**config.mk**
```make
export PLATFORM = sky130hd
export DESIGN_NAME = f2c_req_ctrl
export DESIGN_NICKNAME = d
export VERILOG_FILES = /design/src/rtl/lotr_pkg.sv /design/src/rtl/f2c_rsp_fifo.sv /design/src/rtl/f2c_req_ctrl.sv
export SDC_FILE = /design/constraint.sdc
export NUM_CORES = 1
export LEC_CHECK = 0
export BUFFER_PORTS_ARGS = -buffer_cell sky130_fd_sc_hd__buf_2
export CORE_ASPECT_RATIO = 0.7
export CORE_MARGIN = 2
export CORE_UTILIZATION = 53
export CTS_BUF_LIST = sky130_fd_sc_hd__clkbuf_4 sky130_fd_sc_hd__clkbuf_8
export DETAILED_ROUTE_END_ITERATION = 8
export PLACE_DENSITY = 0.78
export SYNTH_ARGS = -nofsm -noshare
export SYNTH_HDL_FRONTEND = slang
export SYNTH_HIERARCHICAL = 1
export SYNTH_SLANG_ARGS = --single-unit
```
**constraint.sdc**
```tcl
create_clock -name QClk -period 9.5 [get_ports QClk]
set_clock_uncertainty 0.15 [all_clocks]
set_input_delay 0.475 -clock QClk [delete_from_list [all_inputs] [get_ports QClk]]
set_output_delay 0.475 -clock QClk [all_outputs]
set_load 0.05 [all_outputs]
```
**src/rtl/lotr_pkg.sv**
```systemverilog
// Shared LOTR ring types: opcodes, memory region map and the F2C response entry.
package lotr_pkg;

    typedef enum logic [1:0] {
        RD     = 2'b00,
        WR     = 2'b01,
        RD_RSP = 2'b10
    } t_opcode;

    localparam int MSB_REGION = 31;
    localparam int LSB_REGION = 28;
    localparam int REGION_W   = MSB_REGION - LSB_REGION + 1;

    localparam logic [REGION_W-1:0] I_MEM_REGION = 4'h0;
    localparam logic [REGION_W-1:0] D_MEM_REGION = 4'h1;

    typedef struct packed {
        t_opcode     opcode;
        logic [31:0] address;
        logic [31:0] data;
        logic [7:0]  tag;
    } t_f2c_rsp;

endpackage

```
**src/rtl/f2c_rsp_fifo.sv**
```systemverilog
// Read-response buffer: power-of-two depth, head presented straight from storage.
module f2c_rsp_fifo
    import lotr_pkg::*;
#(
    parameter int DEPTH = 4
) (
    input  logic                   clk,
    input  logic                   rst,
    input  logic                   push,
    input  t_f2c_rsp               push_data,
    input  logic                   pop,
    output logic                   valid,
    output t_f2c_rsp               head,
    output logic [$clog2(DEPTH):0] count
);

    localparam int PTR_W = $clog2(DEPTH);
    localparam int CNT_W = PTR_W + 1;
    localparam logic [CNT_W-1:0] FULL_CNT = CNT_W'(DEPTH);

    t_f2c_rsp               mem_q [DEPTH];
    t_f2c_rsp               mem_d [DEPTH];
    logic [PTR_W-1:0]       wr_ptr_q, wr_ptr_d;
    logic [PTR_W-1:0]       rd_ptr_q, rd_ptr_d;
    logic [CNT_W-1:0]       count_q, count_d;
    logic                   pop_eff;
    logic                   full;

    assign valid   = (count_q != '0);
    assign full    = (count_q == FULL_CNT);
    assign pop_eff = pop && valid;
    assign head    = mem_q[rd_ptr_q];
    assign count   = count_q;

    // Pointers are PTR_W wide, so the increment wraps modulo DEPTH on its own.
    always_comb begin
        mem_d    = mem_q;
        wr_ptr_d = wr_ptr_q;
        rd_ptr_d = rd_ptr_q;
        count_d  = count_q;
        if (push) begin
            mem_d[wr_ptr_q] = push_data;
            wr_ptr_d        = wr_ptr_q + PTR_W'(1);
        end
        if (pop_eff) begin
            rd_ptr_d = rd_ptr_q + PTR_W'(1);
        end
        case ({push, pop_eff})
            2'b10:   count_d = count_q + CNT_W'(1);
            2'b01:   count_d = count_q - CNT_W'(1);
            default: count_d = count_q;
        endcase
    end

    always_ff @(posedge clk or posedge rst) begin
        if (rst) begin
            for (int unsigned i = 0; i < DEPTH; i++) begin
                mem_q[i] <= '0;
            end
            wr_ptr_q <= '0;
            rd_ptr_q <= '0;
            count_q  <= '0;
        end else begin
            mem_q    <= mem_d;
            wr_ptr_q <= wr_ptr_d;
            rd_ptr_q <= rd_ptr_d;
            count_q  <= count_d;
        end
    end

    a_no_overflow : assert property (@(posedge clk) disable iff (rst)
        !(push && full && !pop_eff));

endmodule

```
**src/rtl/f2c_req_ctrl.sv**
```systemverilog
// Ring-to-memory request controller: forwards requests to i_mem/d_mem, buffers read responses.
module f2c_req_ctrl
    import lotr_pkg::*;
#(
    parameter int RSP_FIFO_DEPTH = 4
) (
    input  logic        QClk,
    input  logic        RstQnnnH,
    input  logic        RingReqValidQ502H,
    output logic        RingReqReadyQ502H,
    input  t_opcode     RingReqOpcodeQ502H,
    input  logic [31:0] RingReqAddressQ502H,
    input  logic [31:0] RingReqDataQ502H,
    input  logic [7:0]  RingReqTagQ502H,
    output logic        F2C_ReqValidQ503H,
    output t_opcode     F2C_ReqOpcodeQ503H,
    output logic [31:0] F2C_ReqAddressQ503H,
    output logic [31:0] F2C_ReqDataQ503H,
    input  logic        F2C_RspIMemValidQ504H,
    input  logic [31:0] F2C_I_MemRspDataQ504H,
    input  logic        F2C_RspDMemValidQ504H,
    input  logic [31:0] F2C_D_MemRspDataQ504H,
    output logic        RingRspValidQ505H,
    output t_opcode     RingRspOpcodeQ505H,
    output logic [31:0] RingRspAddressQ505H,
    output logic [31:0] RingRspDataQ505H,
    output logic [7:0]  RingRspTagQ505H,
    input  logic        RingRspReadyQ505H
);

    localparam int CNT_W = $clog2(RSP_FIFO_DEPTH) + 1;
    localparam logic [CNT_W:0] CREDITS = (CNT_W+1)'(RSP_FIFO_DEPTH);

    logic                req_vld_q,  req_vld_d;
    t_opcode             req_op_q,   req_op_d;
    logic [31:0]         req_addr_q, req_addr_d;
    logic [31:0]         req_data_q, req_data_d;
    logic [7:0]          req_tag_q,  req_tag_d;

    logic                rd_q,       rd_d;
    logic                i_hit_q,    i_hit_d;
    logic                d_hit_q,    d_hit_d;
    logic [31:0]         addr504_q,  addr504_d;
    logic [7:0]          tag504_q,   tag504_d;

    logic                accept;
    logic                rd_503;
    logic [REGION_W-1:0] region_503;
    logic [CNT_W-1:0]    fifo_count;
    logic [CNT_W:0]      credits_used;
    t_f2c_rsp            rsp_push;
    t_f2c_rsp            rsp_head;

    // Credits reserve a buffer slot for every read still in the pipe, so a read is never refused at Q504.
    assign credits_used      = {1'b0, fifo_count} + (CNT_W+1)'(rd_503) + (CNT_W+1)'(rd_q);
    assign RingReqReadyQ502H = !RstQnnnH && (credits_used < CREDITS);
    assign accept            = RingReqValidQ502H && RingReqReadyQ502H;
    assign rd_503            = req_vld_q && (req_op_q == RD);
    assign region_503        = req_addr_q[MSB_REGION:LSB_REGION];

    always_comb begin
        req_vld_d  = accept;
        req_op_d   = req_op_q;
        req_addr_d = req_addr_q;
        req_data_d = req_data_q;
        req_tag_d  = req_tag_q;
        if (accept) begin
            req_op_d   = RingReqOpcodeQ502H;
            req_addr_d = RingReqAddressQ502H;
            req_data_d = RingReqDataQ502H;
            req_tag_d  = RingReqTagQ502H;
        end
    end

    always_comb begin
        rd_d      = rd_503;
        i_hit_d   = i_hit_q;
        d_hit_d   = d_hit_q;
        addr504_d = addr504_q;
        tag504_d  = tag504_q;
        if (rd_503) begin
            i_hit_d   = (region_503 == I_MEM_REGION);
            d_hit_d   = (region_503 == D_MEM_REGION);
            addr504_d = req_addr_q;
            tag504_d  = req_tag_q;
        end
    end

    always_ff @(posedge QClk or posedge RstQnnnH) begin
        if (RstQnnnH) begin
            req_vld_q  <= 1'b0;
            req_op_q   <= RD;
            req_addr_q <= '0;
            req_data_q <= '0;
            req_tag_q  <= '0;
            rd_q       <= 1'b0;
            i_hit_q    <= 1'b0;
            d_hit_q    <= 1'b0;
            addr504_q  <= '0;
            tag504_q   <= '0;
        end else begin
            req_vld_q  <= req_vld_d;
            req_op_q   <= req_op_d;
            req_addr_q <= req_addr_d;
            req_data_q <= req_data_d;
            req_tag_q  <= req_tag_d;
            rd_q       <= rd_d;
            i_hit_q    <= i_hit_d;
            d_hit_q    <= d_hit_d;
            addr504_q  <= addr504_d;
            tag504_q   <= tag504_d;
        end
    end

    assign F2C_ReqValidQ503H   = req_vld_q;
    assign F2C_ReqOpcodeQ503H  = req_op_q;
    assign F2C_ReqAddressQ503H = req_addr_q;
    assign F2C_ReqDataQ503H    = req_data_q;

    // Memory wraps have fixed latency; unmapped reads complete in the same slot with zero data.
    always_comb begin
        rsp_push.opcode  = RD_RSP;
        rsp_push.address = addr504_q;
        rsp_push.tag     = tag504_q;
        if (i_hit_q) begin
            rsp_push.data = F2C_I_MemRspDataQ504H;
        end else if (d_hit_q) begin
            rsp_push.data = F2C_D_MemRspDataQ504H;
        end else begin
            rsp_push.data = '0;
        end
    end

    f2c_rsp_fifo #(
        .DEPTH (RSP_FIFO_DEPTH)
    ) u_rsp_fifo (
        .clk       (QClk),
        .rst       (RstQnnnH),
        .push      (rd_q),
        .push_data (rsp_push),
        .pop       (RingRspReadyQ505H),
        .valid     (RingRspValidQ505H),
        .head      (rsp_head),
        .count     (fifo_count)
    );

    assign RingRspOpcodeQ505H  = rsp_head.opcode;
    assign RingRspAddressQ505H = rsp_head.address;
    assign RingRspDataQ505H    = rsp_head.data;
    assign RingRspTagQ505H     = rsp_head.tag;

    a_no_stray_mem_rsp : assert property (@(posedge QClk) disable iff (RstQnnnH)
        (F2C_RspIMemValidQ504H || F2C_RspDMemValidQ504H) |-> rd_q);

endmodule
```
==> impl_metrics.json <==
{
  "fin_area_mm2": 0.0219,
  "grt_pass1_wl_um": 63600,
  "p_per_area_mw_per_mm2": 360,
  "post-route-period-util": 0.404,
  "clk_latency_ps": 630,
  "fin_setup_tns_ps": 0,
  "hold_path.class": "in -> reg",
  "synth_top_area_frac": 0.576,
  "outcome": "finished, final reports clean",
  "crit_type": "reg -> out",
  "clockBufferDepth": 3,
  "synth_cell_type_count": 31,
  "die_h_um": 159,
  "hold_viol": 0,
  "setup_viol": 0,
  "layout_min_cycle_time_ps": 3840,
  "numCtsBuffers": 61,
  "syn_area_mm2": 0.0183,
  "gr-total-overflow": 0,
  "coreArea_mm2": 0.0338,
  "fp.dieW_um": 226,
  "yosys.cell_count.top_type": "dfrtp_1",
  "yosys.area.top_type": "dfrtp_1",
  "yosysSeqAreaShare": 0.576,
  "critPathLaunchType": "flip-flop",
  "antenna_found_initial": 0,
  "ys.flop_type": "dfrtp_1",
  "drt_wl_total_um": 39200,
  "dpl-instance-area_mm2": 0.0198,
  "grt_pass1_vias": 11500,
  "max-cap-violations": 0,
  "postCtsSetupBuffers": 0,
  "vias": 10500,
  "io_buffer_count": 284,
  "drive_gt1_frac": 0.609,
  "yosys_warnings": 6,
  "placementRows": 56,
  "start_util": 0.542,
  "drtPass1Iterations": 4,
  "gp_congestion": 0.723,
  "max_freq_mhz": 260,
  "drc": 0,
  "power_mw": 7.87,
  "grt_max_degree": 148,
  "fin_util": 0.648,
  "dp_hpwl_um": 22900,
  "synthTopCellsByCount": "dfrtp_1, mux2_2, mux4_2",
  "fp.dieArea_mm2": 0.0360,
  "critPathArrivalTime_ps": 3220,
  "synth.area.top_cells": "dfrtp_1, mux2_2, mux4_2, mux2_4, buf_6",
  "root_buffer": "clkbuf_8",
  "cts_tree": "yes",
  "io_pins": 287,
  "drt_iter0_drc": 503,
  "required_ps": 8880,
  "p_leak_nw": 10.9,
  "gr-usage-all-layers": 0.224,
  "htreeDepth": 2,
  "avgViaCountPerCell": 5.43,
  "tightest_slew_ps": 1060,
  "clk_pin_slew_ps": 70,
  "final_max_slew_viol_count": 0,
  "ys_ff_latch": 421,
  "insertedDiodeCount": 0,
  "synth-async-reset-ratio": 1.00,
  "synth_edf_count": 0,
  "maxSlewHeadroom": 0.296,
  "peakVddDrop_mv": 0.244,
  "area_growth_syn_to_layout_pct": 19.7,
  "antenna_left": 0,
  "avgSynthCellArea_um2": 17.3,
  "rsz0062_at_grt": "false",
  "final_nets": 1582,
  "routedWlPerCell_um": 20.2,
  "clock_sinks": 421,
  "synth_cells": 1060,
  "cp-end-kind": "output port",
  "crit_path_max_fanout": 46
}
==> flip-flops by register name, summed over array words and instances, names as in the netlist, 2 cells and up <==
signal and cells:
addr504_q 32, u_rsp_fifo/wr_ptr_q 2, tag504_q 8, u_rsp_fifo/count 3
u_rsp_fifo/rd_ptr_q 2, F2C_ReqAddressQ503H 32, u_rsp_fifo/mem_q 296, F2C_ReqOpcodeQ503H 2
req_tag_q 8, F2C_ReqDataQ503H 32
==> cell type report <==
type / count / area [um2]
well taps: 464 / 581
repair buffers: 372 / 2270
multi-input cells: 565 / 7120
inverters: 10 / 47.5
fillers: 2421 / 11900
clock buffers: 100 / 1240
flip-flops and latches: 421 / 10500
clock inverters: 6 / 82.6
==> power by group <==
group | internal (mW) | total (mW) | leakage (nW) | switching (mW)
Combinational | 1.33 | 3.27 | 4.72 | 1.94
Sequential | 2.51 | 3.05 | 5.51 | 0.541
Clock | 0.873 | 1.55 | 0.705 | 0.675
==> worst paths after layout <==
check	cells after the start	start	slack (ps)	to
hold reg to reg	1	u_rsp_fifo/mem_q[167]	350	u_rsp_fifo/mem_q[167]
setup reg to reg	5	rd_q	6130	F2C_ReqAddressQ503H[10]
hold / removal	3	RingRspReadyQ505H	130	u_rsp_fifo/rd_ptr_q[0]
min in group asynchronous	3	RstQnnnH	470	F2C_ReqDataQ503H[13]
setup / recovery	3	u_rsp_fifo/rd_ptr_q[0]	5660	RingRspAddressQ505H[26]
max in group asynchronous	4	RstQnnnH	6930	u_rsp_fifo/rd_ptr_q[0]
==> layer usage <==
layer / vias up / part of all wire / global-route usage
li1: 4654 / - / -
met1: 5559 / 0.44 / 0.305
met5: - / 0 / 0
met2: 237 / 0.49 / 0.368
met4: 0 / 0.019 / 0.0553
met3: 68 / 0.051 / 0.0489
==> worst max-delay path: stages (launching register included) <==
cell and delay, ps:
dfrtp_4 860, buf_4 820, mux4_2 630, buf_2 230
==> cells in the final DEF (no fill, tap or decap), types with 3 or more instances in the layout <==
cell type and n:
inv_1 8, ha_1 6, mux2_2 361, dfrtp_1 419
buf_2 284, mux2_4 49, nand2_1 7, clkbuf_8 79
nand2_4 4, mux4_2 74, clkbuf_4 21, buf_4 13
conb_1 8, xor2_1 4, o21ai_0 4, a22o_1 30
clkinv_2 3, dlygate4sd3_1 75
==> cell families (layout without fill, tap and decap cells) <==
group / count (synthesis) / in the layout / synth area share
buffers and inverters: 80 / 488 / 0.0382
AOI/OAI and AO/OA: 38 / 38 / 0.0172
xor gates and xnor gates: 6 / 6 / 0.00287
other: 2 / 8 / 0.000411
and+or+nand+nor: 21 / 21 / 0.00595
DFF: 421 / 421 / 0.576
adders and majority gates: 7 / 7 / 0.00520
muxes: 485 / 485 / 0.354
==> metrics by stage <==
step           setup slack (ps)  cells  hold WS [ps]
2_1_floorplan               501   1066           324
3_3_place_gp               6250   1757           331
3_5_place_dp               6240   1757           337
4_1_cts                    5550   1938          76.3
5_1_grt                    5450   1938           102
6_report                   5660   1938           133
==> what timing repair did <==
item                                   4_1_cts  5_1_grt
resized for setup                            0        0
hold buffers                                75        0
endpoints found under the hold margin      139        0
Power figures use the tool's default switching activity.
